## src/rtl/switch_pkg.sv

```systemverilog
// Shared types and sizing helpers for the buffered core-to-core switch.
// Elements are IEEE-754 single-precision values carried as raw 32-bit patterns.
package switch_pkg;
   localparam int ELEM_W    = 32;
   localparam int DEF_WIDTH = 2;
   localparam int DEF_DEPTH = 4;

   typedef logic [ELEM_W-1:0] elem_t;
   typedef elem_t [DEF_WIDTH-1:0] vector_t;

   function automatic int cnt_width(input int depth);
      return $clog2(depth + 1);
   endfunction

   function automatic int ptr_width(input int depth);
      return (depth > 1) ? $clog2(depth) : 1;
   endfunction
endpackage

```

## src/rtl/switch_fifo.sv

```systemverilog
// One (src,dst) queue: DEPTH entries, head visible combinationally, no bypass.
// Push into full and pop from empty are ignored; full/empty reflect pre-edge occupancy.
module switch_fifo
   import switch_pkg::*;
#(
   parameter int WIDTH = DEF_WIDTH,
   parameter int DEPTH = DEF_DEPTH
) (
   input  logic               clk,
   input  logic               rst,
   input  logic               push_i,
   input  elem_t [WIDTH-1:0]  push_dat_i,
   input  logic               pop_i,
   output logic               full_o,
   output logic               empty_o,
   output elem_t [WIDTH-1:0]  head_o
);
   localparam int CW = cnt_width(DEPTH);
   localparam int PW = ptr_width(DEPTH);

   elem_t [WIDTH-1:0] mem_q [DEPTH];
   logic [PW-1:0]     wr_ptr_q, wr_ptr_d;
   logic [PW-1:0]     rd_ptr_q, rd_ptr_d;
   logic [CW-1:0]     cnt_q, cnt_d;
   logic              do_push, do_pop;

   function automatic logic [PW-1:0] wrap_inc(input logic [PW-1:0] p);
      return (p == PW'(DEPTH - 1)) ? '0 : p + PW'(1);
   endfunction

   assign full_o  = (cnt_q == CW'(DEPTH));
   assign empty_o = (cnt_q == '0);
   assign head_o  = mem_q[rd_ptr_q];
   assign do_push = push_i && !full_o;
   assign do_pop  = pop_i && !empty_o;

   always_comb begin
      wr_ptr_d = do_push ? wrap_inc(wr_ptr_q) : wr_ptr_q;
      rd_ptr_d = do_pop  ? wrap_inc(rd_ptr_q) : rd_ptr_q;
      cnt_d    = cnt_q;
      case ({do_push, do_pop})
         2'b10:   cnt_d = cnt_q + CW'(1);
         2'b01:   cnt_d = cnt_q - CW'(1);
         default: cnt_d = cnt_q;
      endcase
   end

   always_ff @(posedge clk or posedge rst) begin
      if (rst) begin
         wr_ptr_q <= '0;
         rd_ptr_q <= '0;
         cnt_q    <= '0;
         for (int k = 0; k < DEPTH; k++) mem_q[k] <= '0;
      end else begin
         wr_ptr_q <= wr_ptr_d;
         rd_ptr_q <= rd_ptr_d;
         cnt_q    <= cnt_d;
         if (do_push) mem_q[wr_ptr_q] <= push_dat_i;
      end
   end
endmodule

```

## src/rtl/buffered_switch.sv

```systemverilog
// Core-to-core switch with a private FIFO per (src,dst) pair; unicast or all-or-nothing broadcast.
// send_ok is combinational from send_* and full flags; recv outputs are registered one cycle after a pop.
module buffered_switch
   import switch_pkg::*;
#(
   parameter int WIDTH          = DEF_WIDTH,
   parameter int CORE_SIZE      = 3,
   parameter int DEPTH          = DEF_DEPTH,
   parameter int CORE_ADDR_SIZE = (CORE_SIZE > 1) ? $clog2(CORE_SIZE) : 1
) (
   input  logic                      clock,
   input  logic                      reset,
   input  logic                      send_ready     [CORE_SIZE-1:0],
   input  logic                      send_broadcast [CORE_SIZE-1:0],
   input  logic [CORE_ADDR_SIZE-1:0] send_core_idx  [CORE_SIZE-1:0],
   input  elem_t [WIDTH-1:0]         send_data      [CORE_SIZE-1:0],
   output logic                      send_ok        [CORE_SIZE-1:0],
   input  logic                      recv_request   [CORE_SIZE-1:0],
   input  logic [CORE_ADDR_SIZE-1:0] recv_core_idx  [CORE_SIZE-1:0],
   output logic                      recv_ready     [CORE_SIZE-1:0],
   output elem_t [WIDTH-1:0]         recv_data      [CORE_SIZE-1:0]
);
   logic              push  [CORE_SIZE][CORE_SIZE];
   logic              pop   [CORE_SIZE][CORE_SIZE];
   logic              full  [CORE_SIZE][CORE_SIZE];
   logic              empty [CORE_SIZE][CORE_SIZE];
   elem_t [WIDTH-1:0] head  [CORE_SIZE][CORE_SIZE];

   logic              bc_ok      [CORE_SIZE];
   logic              uc_ok      [CORE_SIZE];
   logic              recv_hit   [CORE_SIZE];
   elem_t [WIDTH-1:0] recv_sel   [CORE_SIZE];
   logic              recv_ready_q [CORE_SIZE-1:0];
   logic              recv_ready_d [CORE_SIZE-1:0];
   elem_t [WIDTH-1:0] recv_data_q  [CORE_SIZE-1:0];
   elem_t [WIDTH-1:0] recv_data_d  [CORE_SIZE-1:0];

   for (genvar s = 0; s < CORE_SIZE; s++) begin : g_src
      for (genvar d = 0; d < CORE_SIZE; d++) begin : g_dst
         switch_fifo #(.WIDTH(WIDTH), .DEPTH(DEPTH)) u_fifo (
            .clk        (clock),
            .rst        (reset),
            .push_i     (push[s][d]),
            .push_dat_i (send_data[s]),
            .pop_i      (pop[s][d]),
            .full_o     (full[s][d]),
            .empty_o    (empty[s][d]),
            .head_o     (head[s][d])
         );
      end
   end

   // An out-of-range unicast index matches no FIFO, so it is never accepted.
   always_comb begin
      for (int i = 0; i < CORE_SIZE; i++) begin
         bc_ok[i] = 1'b1;
         uc_ok[i] = 1'b0;
         for (int d = 0; d < CORE_SIZE; d++) begin
            if (d != i && full[i][d]) bc_ok[i] = 1'b0;
            if (send_core_idx[i] == CORE_ADDR_SIZE'(d) && !full[i][d]) uc_ok[i] = 1'b1;
         end
         send_ok[i] = send_ready[i] && (send_broadcast[i] ? bc_ok[i] : uc_ok[i]);
         for (int d = 0; d < CORE_SIZE; d++) begin
            push[i][d] = send_ok[i] &&
                         (send_broadcast[i] ? (d != i)
                                            : (send_core_idx[i] == CORE_ADDR_SIZE'(d)));
         end
      end
   end

   always_comb begin
      for (int j = 0; j < CORE_SIZE; j++) begin
         recv_hit[j] = 1'b0;
         recv_sel[j] = '0;
         for (int s = 0; s < CORE_SIZE; s++) begin
            pop[s][j] = recv_request[j] && (recv_core_idx[j] == CORE_ADDR_SIZE'(s)) && !empty[s][j];
            if (pop[s][j]) begin
               recv_hit[j] = 1'b1;
               recv_sel[j] = head[s][j];
            end
         end
         recv_ready_d[j] = recv_hit[j];
         recv_data_d[j]  = recv_hit[j] ? recv_sel[j] : recv_data_q[j];
      end
   end

   always_ff @(posedge clock or posedge reset) begin
      if (reset) begin
         for (int j = 0; j < CORE_SIZE; j++) begin
            recv_ready_q[j] <= 1'b0;
            recv_data_q[j]  <= '0;
         end
      end else begin
         for (int j = 0; j < CORE_SIZE; j++) begin
            recv_ready_q[j] <= recv_ready_d[j];
            recv_data_q[j]  <= recv_data_d[j];
         end
      end
   end

   assign recv_ready = recv_ready_q;
   assign recv_data  = recv_data_q;
endmodule

```

## config.mk

```make
export PLATFORM = sky130hd
export DESIGN_NAME = buffered_switch
export DESIGN_NICKNAME = d
export VERILOG_FILES = /design/src/rtl/switch_pkg.sv /design/src/rtl/switch_fifo.sv /design/src/rtl/buffered_switch.sv
export SDC_FILE = /design/constraint.sdc
export NUM_CORES = 2
export LEC_CHECK = 0
export BUFFER_PORTS_ARGS = -buffer_cell sky130_fd_sc_hd__buf_2
export CELL_PAD_IN_SITES_DETAIL_PLACEMENT = 1
export CELL_PAD_IN_SITES_GLOBAL_PLACEMENT = 1
export CORE_MARGIN = 5
export CORE_UTILIZATION = 53
export CTS_CLUSTER_DIAMETER = 100
export DETAILED_ROUTE_END_ITERATION = 10
export PLACE_DENSITY = 0.81
export SETUP_SLACK_MARGIN = 0.4
export SYNTH_ARGS = -nofsm -noshare
export SYNTH_HDL_FRONTEND = slang
export SYNTH_SLANG_ARGS = --single-unit
export TNS_END_PERCENT = 20
```

## constraint.sdc

```tcl
create_clock -name clock -period 109.7 [get_ports clock]
set_clock_uncertainty 0.05 [all_clocks]
set_input_delay 16.455 -clock clock [delete_from_list [all_inputs] [get_ports clock]]
set_output_delay 16.455 -clock clock [all_outputs]
set_load 0.005 [all_outputs]
```

==> metrics.txt <==
initial antenna violation count 55; sequential area share after synthesis 0.568; clk_lat worst skew roughly 0.94 ns; Routed Wire Length 371000 um; CTS Sinks 2562; cts hold-fix bufs 0; switch share 0.322; HP Class reg2reg; clock buffer count from CTS 287; final hold vios 0; CTS tree done; Clock Path Buffers 4; power per cell area 31.7 nW/um2; Flop pwr share 0.433; core area 212000 um2; Slew headroom 0.136; post-route setup slack 75.76 ns; Critical Path RT about 93 ns; CTS H-tree depth 5; Synth cell types 43; synthesized area per cell 15.9 um2; Worst Setup SP send_broadcast[0]; Crit path largest cell delay 0.59 ns; crit path DAT 17.44 ns; Syn Nets approximately 7400; DRT iter0 DRCs 5824; first-pass GRT wire length 547000 um; Place WS 75.77 ns; vias in the first global route 76800; internal power 0.00271 W; DR pass1 iterations 5; Setup Crit Path Kind in2out; nets 7541; GRT Util Overall 0.335; Startpoint Class input pin; grt ovf 0; hold_sp recv_data[134]$_DFFE_PP0P_; Fin Setup TNS 0 ns; RSZ-0062 raised after global routing false; status completed; slew at the pin closest to its max-slew limit 1.30 ns; cell with the most instances on the worst path buf_2; Post-synth ARST share 1.00; Initial Util 0.532; DIE WIDTH 471 um; P_sw 0.00129 W; Final period util 0.309; area delta synth->final 11.7%; power share of the combinational group 0.329; Clk pwr share 0.238; Die ar. 222000 um2; routed vias/inst roughly 6.6; Synth warnings 0; cell count after synthesis 7093; WL/cell 35.9 um; Synth Register Bits ~2600; Die Ht 471 um; highest-delay cell along the critical path nor4bb_1; Leak 56.5 nW; worst r2r src g_src[0].g_dst[0].u_fifo.cnt_q[0]$_DFFE_PP0P_; Final Slew Violations 0; clk slew on worst S/H paths 0.05 ns; Final Critical Period roughly 34 ns; vias 68300; Critical Path Fanout Max 4; port bufs approximately 410; Top FF cell, synth dfrtp_1; Post-synth EDFFs 0; Post-Syn Area 113000 um2; VDD IR-drop max 0.0261 mV; final setup vio count 0; Max Fclk between 20 and 30 MHz; Ports between 400 and 500; Max-Cap Viols 0; share of cells above drive strength 1 0.521; Row Count 169; Routed Antenna Nets 0; Residual DRC 0; pin count of the biggest net entering global routing ~190; Root Driver clkbuf_16; Post-CTS Setup Bufs 0; CP Cell Sequence buf_2 -> nor4bb_1 -> nor3_1 -> buf_2; critical path capture point type primary output; Post-CTS Resized 0; DP HPWL 222000 um; GPL Wtd Cong 0.833; final core utilization 0.595
## stage by stage
step,instance area [um2],hold WS (ns),total power [W],cells
floorplan,113000,0.397,0.00259,7093
global placement,117000,0.405,0.00290,9795
detailed placement,117000,0.411,0.00302,9795
CTS,126000,0.427,0.00400,10300
global route,126000,0.444,0.00416,10300
finish,126000,0.423,0.00400,10300
## critical path, delay by kind of cell
kind | cells | cell delay (ns)
buffers and inverters | 2 | 0.28
and+or+nand+nor | 2 | 0.71
## cells in the mapped netlist (all sizes together), types with 11 or more instances
cell type / count / share of area
xor2: 18 / 0.0014
mux4: 576 / 0.12
o21ai: 20 / 0.00089
nand2: 183 / 0.0063
mux2: 2318 / 0.23
and3: 64 / 0.0035
nor2: 21 / 0.00070
dfrtp: 2562 / 0.57
a21o: 66 / 0.0044
nor3b: 12 / 0.00080
ha: 54 / 0.0060
a221o: 64 / 0.0057
inv: 64 / 0.0021
nand3: 128 / 0.0057
or3: 11 / 0.00061
buf: 239 / 0.011
clkbuf: 414 / 0.015
a32oi: 64 / 0.0050
a22oi: 130 / 0.0087
and2: 14 / 0.00078
## state kept, by name, indices dropped and copies added, names as in the netlist
register / flops
g_src.g_dst.u_fifo.cnt_q: 27
g_src.g_dst.u_fifo.mem_q: 2304
g_src.g_dst.u_fifo.rd_ptr_q: 18
g_src.g_dst.u_fifo.wr_ptr_q: 18
recv_data: 192
recv_ready: 3
## placed cells by master (no fill, tap or decap), types with 66 or more instances in the layout
cell type,Yosys,layout
buf_4,28,118
clkbuf_16,0,293
mux4_2,576,576
buf_2,128,412
clkbuf_8,12,66
dfrtp_1,2562,2544
a22oi_1,130,128
a21o_1,66,66
nand3_1,128,128
mux2_2,2271,2271
nand2_1,175,153
## final cells by class
type | instances | area [um2]
Fill cell | 18800 | 85800
Sequential cell | 2562 | 64200
Multi-Input combinational cell | 3814 | 45800
Clock buffer | 419 | 8470
Tap cell | 2821 | 3530
Timing Repair Buffer | 534 | 3030
Clock inverter | 60 | 678
Inverter | 64 | 253
Antenna cell | 39 | 97.6
## worst paths after layout
path                            cells after the start                                              end  slack (ns)
worst max-delay path                                4                                       send_ok[0]       75.76
worst min-delay path                                1                       recv_data[134]$_DFFE_PP0P_        0.42
worst max register to register                      9    g_src[0].g_dst[0].u_fifo.cnt_q[2]$_DFFE_PP0P_      105.79
worst min register to register                      1                       recv_data[134]$_DFFE_PP0P_        0.42
max in group asynchronous                           7  g_src[0].g_dst[0].u_fifo.mem_q[189]$_DFFE_PP0P_       88.95
min in group asynchronous                           2  g_src[1].g_dst[0].u_fifo.mem_q[214]$_DFFE_PP0P_       15.65
## routing by layer
| layer | part of all wire | global-route usage | routed length (um) | up-vias |
|---|---|---|---|---|
| li1 | - | - | - | 26700 |
| met1 | 0.39 | 0.427 | 144000 | 37900 |
| met2 | 0.49 | 0.544 | 182000 | 2810 |
| met3 | 0.062 | 0.0590 | 23000 | 904 |
| met4 | 0.059 | 0.196 | 21800 | 14 |
| met5 | 0.00022 | 0 | 80 | - |
## cell families (layout without fill, tap and decap cells)
kind of cell,count (synthesis),count (layout),synth area share
buffers and inverters,717,1077,0.0281
AOI/OAI and AO/OA,358,358,0.0262
xor gates and xnor gates,27,27,0.00210
DFF,2562,2562,0.568
muxes,2901,2901,0.347
other,0,39,0
adders and majority gates,63,63,0.00759
and+or+nand+nor,465,465,0.0206
## power by group through the flow
stage	Combinational, W	Clock [W]	Sequential [W]
2_1_floorplan	0.000993	0	0.00160
3_5_place_dp	0.00129	0	0.00172
4_1_cts	0.00131	0.000962	0.00172
3_3_place_gp	0.00123	0	0.00167
5_1_grt	0.00139	0.00100	0.00177
6_report	0.00131	0.000953	0.00173
No activity file was read; power rests on OpenSTA's default activity.
